[src/rtl/split_n_if.sv]
// Bundle of the data, select and per-output result channels of split_n.
//
// Handshake rule for every channel below: a transfer happens on a rising
// clock edge where valid and ready are both 1. A producer holds valid and
// its payload steady until the transfer. Ready never looks at the
// consumer-side r_ready. The data and select inputs are joined, so they
// transfer together.
interface split_n_if #(
  parameter int WIDTH = 8,
  parameter int NOUT  = 4,
  parameter int SELW  = $clog2(NOUT)
);
  logic                    l_valid;
  logic                    l_ready;
  logic [WIDTH-1:0]        l_data;
  logic                    s_valid;
  logic                    s_ready;
  logic [SELW-1:0]         s_sel;
  logic                    s_bcast;
  logic [NOUT-1:0]         r_valid;
  logic [NOUT-1:0]         r_ready;
  logic [NOUT*WIDTH-1:0]   r_data;

  // Splitter side.
  modport slave (
    input  l_valid, l_data, s_valid, s_sel, s_bcast, r_ready,
    output l_ready, s_ready, r_valid, r_data
  );

  // Producer/consumer side.
  modport master (
    output l_valid, l_data, s_valid, s_sel, s_bcast, r_ready,
    input  l_ready, s_ready, r_valid, r_data
  );
endinterface

[src/rtl/split_n.sv]
// N-way packet splitter. A data packet and a select token are joined and
// the packet goes to one output FIFO, to all of them (broadcast), or is
// dropped and counted when the select names no output. Each output has its
// own circular FIFO, so a stalled consumer only blocks traffic aimed at it.
module split_n #(
  parameter int WIDTH = 8,
  parameter int NOUT  = 4,
  parameter int DEPTH = 2,
  parameter int SELW  = $clog2(NOUT)
) (
  input  logic        clk,
  input  logic        rst_n,
  split_n_if.slave    bus,
  output logic        drop_pulse,
  output logic [15:0] drop_count
);

  localparam int PW = $clog2(DEPTH);
  localparam int CW = PW + 1;
  localparam logic [CW-1:0]   DEPTH_C = CW'(DEPTH);
  localparam logic [SELW:0]   NOUT_C  = (SELW + 1)'(NOUT);

  logic [WIDTH-1:0] mem_q    [NOUT][DEPTH];
  logic [PW-1:0]    wr_ptr_q [NOUT];
  logic [PW-1:0]    wr_ptr_d [NOUT];
  logic [PW-1:0]    rd_ptr_q [NOUT];
  logic [PW-1:0]    rd_ptr_d [NOUT];
  logic [CW-1:0]    cnt_q    [NOUT];
  logic [CW-1:0]    cnt_d    [NOUT];
  logic [WIDTH-1:0] last_q   [NOUT];
  logic [WIDTH-1:0] last_d   [NOUT];

  logic [NOUT-1:0]  has_space;
  logic [NOUT-1:0]  push;
  logic [NOUT-1:0]  pop;
  logic             sel_ok;
  logic             space;
  logic             fire;
  logic             drop;
  logic             drop_pulse_q;
  logic [15:0]      drop_cnt_q;
  logic [15:0]      drop_cnt_d;

  // Space per FIFO comes from the registered count only, so a full FIFO
  // being popped this cycle still refuses a write.
  always_comb begin
    has_space = '0;
    pop       = '0;
    for (int i = 0; i < NOUT; i++) begin
      has_space[i] = cnt_q[i] < DEPTH_C;
      pop[i]       = (cnt_q[i] != '0) && bus.r_ready[i];
    end
  end

  assign sel_ok = {1'b0, bus.s_sel} < NOUT_C;

  // Space needed for the offered token: one FIFO, all FIFOs, or none for a drop.
  always_comb begin
    space = 1'b0;
    if (bus.s_bcast)  space = &has_space;
    else if (sel_ok)  space = has_space[bus.s_sel];
    else              space = 1'b1;
  end

  assign fire        = rst_n & bus.l_valid & bus.s_valid & space;
  assign drop        = fire & ~bus.s_bcast & ~sel_ok;
  assign bus.l_ready = fire;
  assign bus.s_ready = fire;

  // Per-output write enables.
  always_comb begin
    push = '0;
    for (int i = 0; i < NOUT; i++) begin
      push[i] = fire & (bus.s_bcast | (sel_ok & (bus.s_sel == SELW'(i))));
    end
  end

  // FIFO pointer/count next state; last_d keeps the most recently popped
  // word so an emptied output keeps showing it.
  always_comb begin
    for (int i = 0; i < NOUT; i++) begin
      wr_ptr_d[i] = wr_ptr_q[i];
      rd_ptr_d[i] = rd_ptr_q[i];
      last_d[i]   = last_q[i];
      cnt_d[i]    = cnt_q[i] + CW'(push[i]) - CW'(pop[i]);
      if (push[i]) wr_ptr_d[i] = wr_ptr_q[i] + PW'(1);
      if (pop[i]) begin
        rd_ptr_d[i] = rd_ptr_q[i] + PW'(1);
        last_d[i]   = mem_q[i][rd_ptr_q[i]];
      end
    end
  end

  assign drop_cnt_d = (drop && (drop_cnt_q != 16'hFFFF)) ? drop_cnt_q + 16'd1 : drop_cnt_q;

  // Output view: head of each non-empty FIFO, else the last word popped.
  always_comb begin
    bus.r_valid = '0;
    bus.r_data  = '0;
    for (int i = 0; i < NOUT; i++) begin
      bus.r_valid[i] = cnt_q[i] != '0;
      bus.r_data[i*WIDTH +: WIDTH] = (cnt_q[i] != '0) ? mem_q[i][rd_ptr_q[i]] : last_q[i];
    end
  end

  // Control state, cleared immediately by reset.
  always_ff @(posedge clk or negedge rst_n) begin
    if (!rst_n) begin
      for (int i = 0; i < NOUT; i++) begin
        wr_ptr_q[i] <= '0;
        rd_ptr_q[i] <= '0;
        cnt_q[i]    <= '0;
        last_q[i]   <= '0;
      end
      drop_pulse_q <= 1'b0;
      drop_cnt_q   <= '0;
    end else begin
      for (int i = 0; i < NOUT; i++) begin
        wr_ptr_q[i] <= wr_ptr_d[i];
        rd_ptr_q[i] <= rd_ptr_d[i];
        cnt_q[i]    <= cnt_d[i];
        last_q[i]   <= last_d[i];
      end
      drop_pulse_q <= drop;
      drop_cnt_q   <= drop_cnt_d;
    end
  end

  // Packet storage; contents only matter while the count covers them.
  always_ff @(posedge clk) begin
    for (int i = 0; i < NOUT; i++) begin
      if (push[i]) mem_q[i][wr_ptr_q[i]] <= bus.l_data;
    end
  end

  assign drop_pulse = drop_pulse_q;
  assign drop_count = drop_cnt_q;

endmodule

[src/flat_wrapper.sv]
// flat-port wrapper written by rule: the top's interface ports become plain ports
module split_n_flat 
#(
  parameter int WIDTH = 8,
  parameter int NOUT  = 4,
  parameter int DEPTH = 2,
  parameter int SELW  = $clog2(NOUT)
)
  (clk, rst_n, drop_pulse, drop_count, bus_l_valid, bus_l_data, bus_s_valid, bus_s_sel, bus_s_bcast, bus_r_ready, bus_l_ready, bus_s_ready, bus_r_valid, bus_r_data);
  split_n_if #(.WIDTH(WIDTH), .NOUT(NOUT), .SELW(SELW)) bus_i ();
  input  logic clk;
  input  logic rst_n;
  output logic drop_pulse;
  output logic [15:0] drop_count;
  input wire logic [$bits(bus_i.l_valid)-1:0] bus_l_valid;
  input wire logic [$bits(bus_i.l_data)-1:0] bus_l_data;
  input wire logic [$bits(bus_i.s_valid)-1:0] bus_s_valid;
  input wire logic [$bits(bus_i.s_sel)-1:0] bus_s_sel;
  input wire logic [$bits(bus_i.s_bcast)-1:0] bus_s_bcast;
  input wire logic [$bits(bus_i.r_ready)-1:0] bus_r_ready;
  output wire logic [$bits(bus_i.l_ready)-1:0] bus_l_ready;
  output wire logic [$bits(bus_i.s_ready)-1:0] bus_s_ready;
  output wire logic [$bits(bus_i.r_valid)-1:0] bus_r_valid;
  output wire logic [$bits(bus_i.r_data)-1:0] bus_r_data;
  assign bus_i.l_valid = bus_l_valid;
  assign bus_i.l_data = bus_l_data;
  assign bus_i.s_valid = bus_s_valid;
  assign bus_i.s_sel = bus_s_sel;
  assign bus_i.s_bcast = bus_s_bcast;
  assign bus_i.r_ready = bus_r_ready;
  assign bus_l_ready = bus_i.l_ready;
  assign bus_s_ready = bus_i.s_ready;
  assign bus_r_valid = bus_i.r_valid;
  assign bus_r_data = bus_i.r_data;
  split_n #(.WIDTH(WIDTH), .NOUT(NOUT), .DEPTH(DEPTH), .SELW(SELW)) u_core (.clk(clk), .rst_n(rst_n), .bus(bus_i), .drop_pulse(drop_pulse), .drop_count(drop_count));
endmodule
[config.mk]
export PLATFORM = sky130hd
export DESIGN_NAME = split_n_flat
export DESIGN_NICKNAME = d
export VERILOG_FILES = /design/src/rtl/split_n_if.sv /design/src/rtl/split_n.sv /design/src/flat_wrapper.sv
export SDC_FILE = /design/constraint.sdc
export NUM_CORES = 1
export LEC_CHECK = 0
export BUFFER_PORTS_ARGS = -buffer_cell sky130_fd_sc_hd__buf_4
export CAP_MARGIN = 0
export CORE_ASPECT_RATIO = 0.5
export CORE_MARGIN = 4
export CORE_UTILIZATION = 40
export CTS_CLUSTER_SIZE = 24
export DETAILED_ROUTE_END_ITERATION = 8
export PLACE_DENSITY_LB_ADDON = 0.1
export SYNTH_ARGS = -nofsm -noshare
export SYNTH_HDL_FRONTEND = slang
export SYNTH_SLANG_ARGS = --single-unit
[constraint.sdc]
create_clock -name clk -period 2.35 [get_ports clk]
set_input_delay 0.47 -clock clk [delete_from_list [all_inputs] [get_ports clk]]
set_output_delay 0.47 -clock clk [all_outputs]
set_load 0.005 [all_outputs]
### After elaboration in Yosys (flattened, before gate mapping)

Memory sizes are Yosys's and may differ from the RTL's.
Cells that the tools add are included.

* reductions and logical operators: 14
* add/sub/neg operators: 16
* muxes and demuxes: 35
* multipliers: 0
* bitwise operators: 19
* shift-type cells: 0
* div/mod/pow operators: 0
* magnitude comparators: 17
* equal/unequal tests: 3

Operators by type and width (count)
* 8-bit 2-to-1 mux: 20
* 16-bit 2-to-1 mux: 4
* 8-bit demux with 1-bit select: 4
* 2-bit greater-or-equal comparator, second input constant: 8
* 1-bit inverter with 2-bit output: 8
* 1-bit adder, second input constant: 8
* 2-bit by 1-bit adder with 2-bit output: 4
* 1-bit logical AND: 8
* 2-bit by 1-bit < comparator with 1-bit output, second input constant: 4
* 2-bit < comparator, second input constant: 4
* 2-bit nonzero test: 4
* 2-bit by 1-bit subtractor with 2-bit output: 4
* 1-bit bitwise AND: 7
* 1-bit 2-to-1 mux: 6
* 2-bit == test, second input constant: 2
* 1-bit OR: 4
* 4-bit AND reduction: 1
* 2-bit by 3-bit < comparator with 1-bit output, second input constant: 1
* 1-bit binary-select mux with 2-bit select: 1
* 2-bit by 1-bit == test with 1-bit output, second input constant: 1
* 2-bit zero test: 1

* memories kept: 1
* logic and storage cells: 121
* output and inout port bits: 55
* input bits: 19
* ROM bits: 0
* latch bits: 0
* flip-flop bits (word level): 48
* memory bits (writable): 64

Memories
* u_core.mem_q: words 4, bits a word 16, rd ports 4, clocked after memory_dff 0, write ports 4, RTL line split_n.sv:23 `logic [WIDTH-1:0] mem_q [NOUT][DEPTH];`

### Logic depth before layout (Yosys ltp)

Gate-level depths: netlist (run 1).

* depth in word-level cells: 8
* gate-level depth with buffers: 10
* depth with buffers taken out: 8

### Worst setup path after synthesis (run 1)

No wires, ideal clock.

* path kind: register to register
* start point: reg u_core.cnt_q[3] (netlist bit)
* end point: reg u_core.cnt_q[3] (netlist bit)
* path buffers: 2
* library setup time: 0.127 ns
* stages on the path, launching flop included: 11
* path slack: 0.229 ns
* data required time: 2.223 ns
* arrival: 1.994 ns
* clock period less this slack: 2.121 ns
* cells stage by stage: dfrtp_1 -> or2_2 -> buf_2 -> nand2_1 -> buf_2 -> inv_1 -> ha_1 -> inv_1 -> ha_1 -> xnor2_1 -> xnor2_1

RTL lines
* start, declared: RTL line split_n.sv:28 `logic [CW-1:0] cnt_q [NOUT];`
* start signal, assigned by index: RTL line split_n.sv:121 `cnt_q[i] <= cnt_d[i];`

### Worst setup path after layout (run 1)

* start point: reg u_core.cnt_q[5] (netlist bit)
* end point: out bus_l_ready

* word-level cells in the longest chain between the ends: 5
* elaborated cells between the ends (all ways): 6
* those cells by class: 1 x order compare; 3 x mux; 1 x bitwise; 1 x reduce/logical

RTL lines
* 2-bit < comparator *: RTL line split_n.sv:50 `has_space[i] = cnt_q[i] < DEPTH_C;`
* 1-bit binary-select mux with 2-bit select: RTL line split_n.sv:61 `else if (sel_ok) space = has_space[bus.s_sel];`
* 1-bit 2-to-1 mux (not written as such): RTL line split_n.sv:61
* 1-bit 2-to-1 mux *: RTL line split_n.sv:60 `if (bus.s_bcast) space = &has_space;`
* 1-bit bitwise AND *: RTL line split_n.sv:65 `assign fire = rst_n & bus.l_valid & bus.s_valid & space;`
* end, declared: RTL line flat_wrapper.sv:21 `output wire logic [$bits(bus_i.l_ready)-1:0] bus_l_ready;`

Mark *: on every way between the ends. The rest lies on a longest branch, timed or not. The select of a mux whose other input is x is not followed.

==> results.yml, run 1 <==
status:
  outcome: "complete, no violations"
cells_and_area:
  final_common_cell: "buf_4"
  num-nets-final: 471
  diodes: 0
  final_cell_mix: "buf_4 (69), edfxtp_1 (64), dfrtp_1 (46), nand2_1 (37), o21ai_0 (34)"
  n_fill_cell: 999
  drive_gt1_share_pct: 22.9
  synthToLayoutAreaGrowth_pct: 19.5
  final_util_pct: 50.5
sta:
  tns_ps: 0
  fmax_mhz: 437
  period_needed_ps: 2290
  fin_worst_skew_ps: 9.52
  timing.final.ws_setup_ps: 63.7
  hold_violations: 0
  setup_viol: 0
  worst_pin_slew_ps: 1120
  post-route-period-util_pct: 97.3
  rsz0062_at_grt: "true"
  relSlewSlack_pct: 25.0
  drv_slew: 0
worst_setup_path:
  reg2reg_depth: 6
  worstPathCellList: "buf_4, o22ai_2, a221oi_4, nand2b_4, buf_4, a21oi_4, buf_4"
  slowest_delay_ps: 410
  crit_top_cell: "buf_4"
  cp.depth: 7
  critical_path_class: "reg2out"
  start_kind: "flip-flop"
  worstPathRequired_ps: 1880
  worst_ep_arrival_time_ps: 1820
  cpMaxStageDelayCell: "dfrtp_2"
  critPathCaptureType: "output port"
  path_delay_family: "compound AO/OA/AOI/OAI gates"
  cp_max_fo: 6
  crit_buf_inv: 3
clock_network:
  clock-sinks: 112
  clk_latency_ps: 340
  cts_root_buf: "clkbuf_16"
  h-tree-depth: 3
  numCtsBuffers: 9
  cts.path.max_buffers: 2
  cts_tree: "yes"
  cts.clk_slew.worst_paths_ps: 70
synth:
  synth_edf_count: 64
  ys_seq_elements: 112
  synth_top_cell_area_share_pct: 40.2
  synth_area_leader_cell: "edfxtp_1"
  syn_area_per_cell_um2: 12.5
  syn_area_um2: 4780
  ys_warn_count: 0
  synth_seq_area_share_pct: 65.3
  synthArstFlopShare_pct: 42.9
  yosys-top-cells-area: "edfxtp_1 (40%), dfrtp_1 (25%), mux2i_1 (6.7%)"
  ys_types: 30
  synthCells: 382
  synth_flop_cell: "edfxtp_1"
run:
  drv_cap: 0
power:
  seqPwrFrac_pct: 42.2
  p_sw_share_pct: 31.8
  clockPowerShare_pct: 23.7
  fin_total_pwr_uw: 6900
  p_per_area_nw_per_um2: 1210
  p_comb_share_pct: 34.1
  power.switching_uw: 2190
  p_leak_uw: 0.00242
  ir_drop_uv: 443
  internal_power_uw: 4700
floorplan:
  die_h_um: 85.3
  rows: 27
  die_area_um2: 13900
  fp.coreArea_um2: 11300
  initial_core_util_pct: 42.3
  die_width_um: 163
  io_pins: 74
routing:
  drc_errors: 0
  vias_per_cell: 4.76
  drt_iter0_markers: 120
  routed_wl_mm: 9.23
  vias: 2893
  first_pass_iters: 4
  wl_per_cell_um: 15.2
  ant_nets: 0
placed_design:
  portBuffers: 56
  gp_congestion: 0.745
  place_hpwl_mm: 6.79
  post-place-ws_ps: -135
grt:
  grt_pass1_wl_mm: 14.6
  antenna_found_initial: 0
  grt_max_degree: 49
  first_global_vias: 2886
  grt.total_usage_pct: 13.5
  grt_overflow: 0
hold_path:
  hp-class: "in2async"
==> timing repair <==
action	CTS	global route
hold buffers	0	0
pin swaps	1	2
buffers inserted	0	2
endpoints found under the setup margin	10	10
resized for setup	0	7
==> area by class of cell <==
type	count	area, µm²	share of cell area [%]
clock buffers	10	239	4.18
inverters	16	60.1	1.05
multi-input cells	236	1480	25.9
repair buffers	69	518	9.06
flip-flops and latches	112	3130	54.7
well taps	159	199	3.48
clock inverters	6	92.6	1.62
==> state kept, by name, summed over array words and instances, names as in the netlist <==
register / count
u_core.last_q: 32
u_core.rd_ptr_q: 4
u_core.wr_ptr_q: 4
u_core.mem_q: 64
u_core.cnt_q: 8
==> synth_stat cells, types with 6 or more instances <==
master     n
edfxtp_1  64
dfrtp_1   48
nand2_1   37
a21oi_1   34
o21ai_0   34
mux2i_1   32
nor2_1    32
buf_4     19
inv_1     16
xnor2_1   12
ha_1       8
buf_1      7
buf_2      6
==> power groups by stage <==
| stage | clock, µW | combinational, µW | sequential [µW] |
|---|---|---|---|
| 2_1_floorplan | 0 | 1520 | 2750 |
| 3_3_place_gp | 0 | 2250 | 2920 |
| 3_5_place_dp | 0 | 2350 | 2950 |
| 4_1_cts | 1670 | 2350 | 2910 |
| 5_1_grt | 1760 | 2640 | 2970 |
| 6_report | 1630 | 2350 | 2910 |
==> stage by stage <==
stage | area, µm² | cells | hold WS (ps)
5_1_grt | 5720 | 608 | 336
3_5_place_dp | 5340 | 590 | 472
2_1_floorplan | 4840 | 398 | 174
3_3_place_gp | 5340 | 590 | 463
6_report | 5720 | 608 | 283
4_1_cts | 5670 | 606 | 315
==> routing by layer <==
layer  GRT usage [%]  wire (µm)  vias to the layer above
met5               0          0                        -
met4            3.81        104                        0
met3            3.88        353                       11
met2            23.0       4550                       52
met1            17.1       4230                     1420
li1                -          -                     1410
==> final timing paths <==
check	from	to	slack, ps
min in group clk	bus_l_data[6]	u_core.mem_q[1][14]	390
setup / recovery	u_core.cnt_q[5]	bus_l_ready	60
hold / removal	rst_n	u_core.last_q[16]	280
hold reg to reg	u_core.last_q[0]	u_core.last_q[0]	480
setup reg to reg	u_core.cnt_q[5]	u_core.mem_q[2][6]	140
max in group asynchronous	rst_n	u_core.cnt_q[1]	1590
==> logic make-up (layout without fill, tap and decap cells) <==
kind of cell	count (synthesis)	in the layout	synth area share, %
adder cells (fa/ha/maj)	8	8	2.09
flip-flops	112	112	65.3
XOR/XNOR	16	16	2.93
other	1	17	0.0784
AO/OA/AOI/OAI	71	71	8.06
multiplexers	32	32	6.70
buffers and inverters	50	101	5.57
AND/OR/NAND/NOR	92	92	9.26
==> worst reg2reg max path, cell delays in order (launching register included) <==
cell and delay [ps]:
dfrtp_2 440, buf_4 140, o22ai_2 210, a221oi_4 120, buf_4 170, nor4b_4 370
and2_1 420
Power figures use the tool's default switching activity.
==> run 2, diff against run 1 <==
--- a/config.mk
+++ b/config.mk
@@ -5,6 +5,7 @@
 export SDC_FILE = /design/constraint.sdc
 export NUM_CORES = 1
 export LEC_CHECK = 0
+export ABC_AREA = 1
 export BUFFER_PORTS_ARGS = -buffer_cell sky130_fd_sc_hd__buf_4
 export CAP_MARGIN = 0
 export CORE_ASPECT_RATIO = 0.5
==> run 2 against run 1 <==
  * Sequential cell count unchanged
  * Worst setup slack better by 130 ps
  * Wire length up 5.6%
  * Count of clock-buffer cells in the layout down 1
  * Synthesized area up 4.0%
  * Largest cell class unchanged
  * Largest power group unchanged
==> results.yml, run 2 <==
synth:
  synth_area_leader_cell: "edfxtp_1"
  synth_edf_count: 64
  synthArstFlopShare_pct: 42.9
  synth_top_cell_area_share_pct: 38.6
  synth_seq_area_share_pct: 62.8
  ys_warn_count: 0
  ys_seq_elements: 112
  synthCells: 503
  ys_types: 23
  syn_area_per_cell_um2: 9.89
  synth_most_common_cell: "nand2_1"
  synth_flop_cell: "edfxtp_1"
  yosys-top-cells-area: "edfxtp_1 (39%), dfrtp_1 (24%), nand2_1 (14%)"
  syn_area_um2: 4970
  synth_common_cells: "nand2_1 (180), edfxtp_1 (64), o21ai_0 (61), inv_1 (58), dfrtp_1 (48)"
grt:
  grt.total_usage_pct: 14.4
  grt_max_degree: 49
  first_global_vias: 3098
  grt_overflow: 0
  antenna_found_initial: 0
  grt_pass1_wl_mm: 16.0
sta:
  period_needed_ps: 2160
  worst_pin_slew_ps: 681
  tns_ps: 0
  post-route-period-util_pct: 91.8
  setup_viol: 0
  fin_worst_skew_ps: 6.56
  fmax_mhz: 463
  relSlewSlack_pct: 54.6
  rsz0062_at_grt: "false"
  drv_slew: 0
  hold_violations: 0
worst_setup_path:
  worst_ep_arrival_time_ps: 1690
  path_delay_family: "flip-flops"
  critical_path_class: "reg2out"
  worstPathRequired_ps: 1880
  worstPathCellList: "clkinv_1, nand2_1, nand2_1, nand2_1, o21ai_0, buf_4"
  cpMaxStageDelayCell: "dfrtp_1"
  slowest_delay_ps: 510
  crit_buf_inv: 2
  start_kind: "flip-flop"
  cp_max_fo: 9
  critPathCaptureType: "output port"
  crit_top_cell: "nand2_1"
clock_network:
  cts.clk_slew.worst_paths_ps: 70
  numCtsBuffers: 9
  cts_resized: 0
  cts.path.max_buffers: 2
  clock-sinks: 112
  hold_buffers: 0
  cts_setup_buffers: 0
  cts_tree: "yes"
  clk_latency_ps: 350
  cts_root_buf: "clkbuf_16"
  h-tree-depth: 3
cells_and_area:
  num-nets-final: 591
  diodes: 0
  final_common_cell: "nand2_1"
  final_cell_mix: "nand2_1 (180), buf_4 (64), edfxtp_1 (64), o21ai_0 (61), inv_1 (58)"
  largest_reg_flops: 64
  drive_gt1_share_pct: 17.0
  final_util_pct: 48.2
  synthToLayoutAreaGrowth_pct: 16.1
placed_design:
  place_hpwl_mm: 6.74
  portBuffers: 56
  gp_congestion: 0.719
status:
  outcome: "complete, no violations"
routing:
  drc_errors: 0
  vias: 3258
  drt_iter0_markers: 230
  ant_nets: 0
  first_pass_iters: 4
  vias_per_cell: 4.44
  wl_per_cell_um: 13.3
  routed_wl_mm: 9.75
floorplan:
  rows: 28
  io_pins: 74
  initial_core_util_pct: 41.5
  fp.coreArea_um2: 12000
  die_h_um: 86.8
  die_width_um: 166
  die_area_um2: 14400
hold_path:
  hp-class: "in2async"
power:
  p_per_area_nw_per_um2: 1150
  p_leak_uw: 0.00273
  ir_drop_uv: 523
run:
  drv_cap: 0
==> run 2: changes by cell type in the layout (fill, tap and decap cells not counted), moves of 5 or more <==
cell	delta
buf_4	-5
clkinv_1	+6
inv_2	+9
xnor2_1	-5
mux2i_1	-32
a21oi_1	-33
nand2_1	+143
inv_1	+42
o21ai_0	+27
nor2_1	-22
==> run 2: layout make-up <==
type                            instances  area, µm²
Clock buffer                            9        225
Clock inverter                          7       47.5
Fill cell                            1146       6210
Inverter                               71        267
Multi-Input combinational cell        306       1430
Sequential cell                       112       3120
Tap cell                              165        206
Timing Repair Buffer                   64        480
==> run 2: worst register-to-register path, delay by kind of cell (launching register included) <==
family / cells / cell delay [ps]
flops: 1 / 360
buf+inv: 3 / 490
fa+ha+maj: 2 / 430
simple gates: 2 / 200
xor+xnor: 2 / 290
==> run 2: power by group <==
part	internal, µW	switching [µW]	total (µW)
Clock	720	696	1420
Combinational	1070	1490	2570
Sequential	2510	171	2680
==> run 2: path summary, 6_finish.rpt <==
kind	start	endpoint	slack, ps	depth (start not counted)
setup / recovery	u_core.rd_ptr_q[0]	bus_r_data[28]	190	6
max in group asynchronous	rst_n	u_core.last_q[27]	1630	2
hold reg to reg	u_core.wr_ptr_q[2]	u_core.wr_ptr_q[2]	470	2
setup reg to reg	u_core.cnt_q[7]	u_core.cnt_q[7]	530	9
min in group clk	bus_l_data[6]	u_core.mem_q[0][6]	390	1
hold / removal	rst_n	u_core.last_q[8]	240	2
==> run 2: layer usage <==
metal,up-vias,global-route usage (%),part of all wire [%]
met4,0,3.37,0.85
met2,74,21.2,42
met1,1499,21.0,53
met3,7,4.37,4.5
met5,-,0,0
li1,1678,-,-
==> run 2: kinds of logic (layout without fill, tap and decap cells) <==
family / after synthesis / after routing / share of synthesized area, %
XOR/XNOR: 12 / 12 / 2.11
adder cells (fa/ha/maj): 8 / 8 / 2.01
buffers and inverters: 101 / 151 / 9.76
AND/OR/NAND/NOR: 205 / 205 / 16.8
flip-flops: 112 / 112 / 62.8
AO/OA/AOI/OAI: 64 / 64 / 6.44
other: 1 / 17 / 0.0754
==> run 2: per-stage QoR <==
step / worst slack, ps / instance area [µm²] / hold WS (ps) / total power, µW / cells
3_5_place_dp: 495 / 5500 / 459 / 5330 / 718
3_3_place_gp: 517 / 5500 / 453 / 5290 / 718
4_1_cts: 200 / 5770 / 289 / 6770 / 734
5_1_grt: 29.4 / 5770 / 321 / 7250 / 734
2_1_floorplan: 601 / 5030 / 174 / 4290 / 519
6_report: 192 / 5770 / 245 / 6660 / 734
==> run 3, diff against run 2 <==
--- a/config.mk
+++ b/config.mk
@@ -10,7 +10,8 @@
 export CAP_MARGIN = 0
 export CORE_ASPECT_RATIO = 0.5
 export CORE_MARGIN = 4
-export CORE_UTILIZATION = 40
+export CORE_UTILIZATION = 34
+export CTS_CLUSTER_DIAMETER = 120
 export CTS_CLUSTER_SIZE = 24
 export DETAILED_ROUTE_END_ITERATION = 8
 export PLACE_DENSITY_LB_ADDON = 0.1
==> run 3 against run 2 <==
  * Worst hold slack improved by 15 ps
  * Final cell count grew 3.7%
  * Clock skew up 5.0 ps
  * Utilization is 6.3 points lower
  * Sequential share of layout area decreased by 0.51 points
  * Non-clock buffer count is 1 higher
  * Register-to-register slack about the same
  * Sequential power is essentially flat
  * Critical endpoint is now bus_r_data[20]
==> results.yml, run 3 (synthesis gave the netlist of run 2 again) <==
status:
  outcome: "complete, no violations"
grt:
  grt.total_usage_pct: 12.6
  grt_pass1_wl_mm: 16.1
  antenna_found_initial: 0
  grt_max_degree: 49
  first_global_vias: 3004
  grt_overflow: 0
routing:
  drc_errors: 0
  routed_wl_mm: 10.0
  ant_nets: 0
  vias: 3199
  drt_iter0_markers: 158
  wl_per_cell_um: 13.2
  vias_per_cell: 4.20
  first_pass_iters: 4
sta:
  drv_slew: 0
  tns_ps: 0
  post-route-period-util_pct: 84.5
  setup_viol: 0
  period_needed_ps: 1980
  hold_violations: 0
  relSlewSlack_pct: 54.8
  fin_worst_skew_ps: 11.5
  worst_pin_slew_ps: 678
  rsz0062_at_grt: "false"
  fmax_mhz: 504
worst_setup_path:
  critPathCaptureType: "output port"
  worst_ep_arrival_time_ps: 1510
  worstPathCellList: "clkinv_1, nand2_1, nand2_1, nand2_1, o21ai_0, buf_4"
  slowest_delay_ps: 350
  path_delay_family: "buffers and inverters"
  reg2reg_depth: 9
  crit_buf_inv: 2
  worstPathRequired_ps: 1880
  cp_max_fo: 9
  start_kind: "flip-flop"
  cpMaxStageDelayCell: "dfrtp_1"
  critical_path_class: "reg2out"
  crit_top_cell: "nand2_1"
  cp.depth: 6
cells_and_area:
  synthToLayoutAreaGrowth_pct: 17.2
  drive_gt1_share_pct: 17.0
  layout.cells.non_filler: 761
  largest_reg_flops: 64
  final_cell_mix: "nand2_1 (180), buf_4 (65), edfxtp_1 (64), o21ai_0 (61), inv_1 (58)"
  design_area_um2: 5830
  num-nets-final: 592
  diodes: 0
  final_common_cell: "nand2_1"
  final_util_pct: 41.9
floorplan:
  io_pins: 74
  die_h_um: 93.5
  initial_core_util_pct: 35.7
  rows: 30
  die_area_um2: 16700
  fp.coreArea_um2: 13900
  die_width_um: 179
power:
  p_comb_share_pct: 38.5
  p_leak_uw: 0.00273
  clockPowerShare_pct: 22.2
  ir_drop_uv: 457
  p_per_area_nw_per_um2: 1160
  p_sw_share_pct: 34.7
  power.switching_uw: 2340
  seqPwrFrac_pct: 39.3
  internal_power_uw: 4420
clock_network:
  numCtsBuffers: 9
  cts.clk_slew.worst_paths_ps: 70
  clk_latency_ps: 350
  h-tree-depth: 3
  clock-sinks: 112
  cts_setup_buffers: 0
  hold_buffers: 0
  cts_root_buf: "clkbuf_16"
  cts_tree: "yes"
  cts_resized: 0
  cts.path.max_buffers: 2
placed_design:
  dpl_cell_area_um2: 5540
  gp_congestion: 0.718
  portBuffers: 56
  place_hpwl_mm: 7.02
  placed_cells: 746
hold_path:
  hp-class: "in2async"
run:
  drv_cap: 0
run 3: final timing paths:
check	startpoint	to	slack, ps
max in group asynchronous	rst_n	u_core.last_q[6]	1630
min in group clk	bus_l_data[4]	u_core.mem_q[2][4]	390
worst max-delay path	u_core.rd_ptr_q[1]	bus_r_data[20]	370
worst min register to register	u_core.wr_ptr_q[1]	u_core.wr_ptr_q[1]	470
worst max register to register	u_core.cnt_q[7]	u_core.cnt_q[7]	520
worst min-delay path	rst_n	u_core.last_q[8]	260
run 3: through the flow:
step                      setup WS (ps)  hold WS [ps]  total power, µW
after floorplan                     601           174             4290
after global placement              496           454             5340
after detailed placement            489           458             5370
after CTS                           342           285             6880
after global routing                228           315             7370
final                               365           259             6760
run 3: metal layers:
layer / global-route usage [%] / vias to the layer above / part of all wire (%)
li1: - / 1671 / -
met1: 18.4 / 1447 / 52
met2: 18.2 / 73 / 41
met3: 3.51 / 8 / 5.6
met4: 3.25 / 0 / 0.93
met5: 0 / - / 0
run 3: cell type report:
class / count / area (µm²)
clock buffer: 11 / 233
clock inverter: 4 / 53.8
fill: 1377 / 8100
inverter: 71 / 267
multi-input combinational: 306 / 1430
sequential: 112 / 3120
tap: 192 / 240
timing repair buffer: 65 / 488
run 3: power groups by stage:
stage | sequential [µW] | combinational (µW) | clock (µW)
2_1_floorplan | 2650 | 1640 | 0
3_3_place_gp | 2700 | 2640 | 0
3_5_place_dp | 2700 | 2660 | 0
4_1_cts | 2660 | 2670 | 1540
5_1_grt | 2700 | 3050 | 1620
6_report | 2660 | 2600 | 1500
run 3: worst reg2reg max path: cells and delay by family (launching register included):
kind | cells | cell delay, ps
xor gates and xnor gates | 2 | 310
adders and majority gates | 2 | 480
buffers and inverters | 3 | 310
DFF | 1 | 390
and+or+nand+nor | 2 | 270
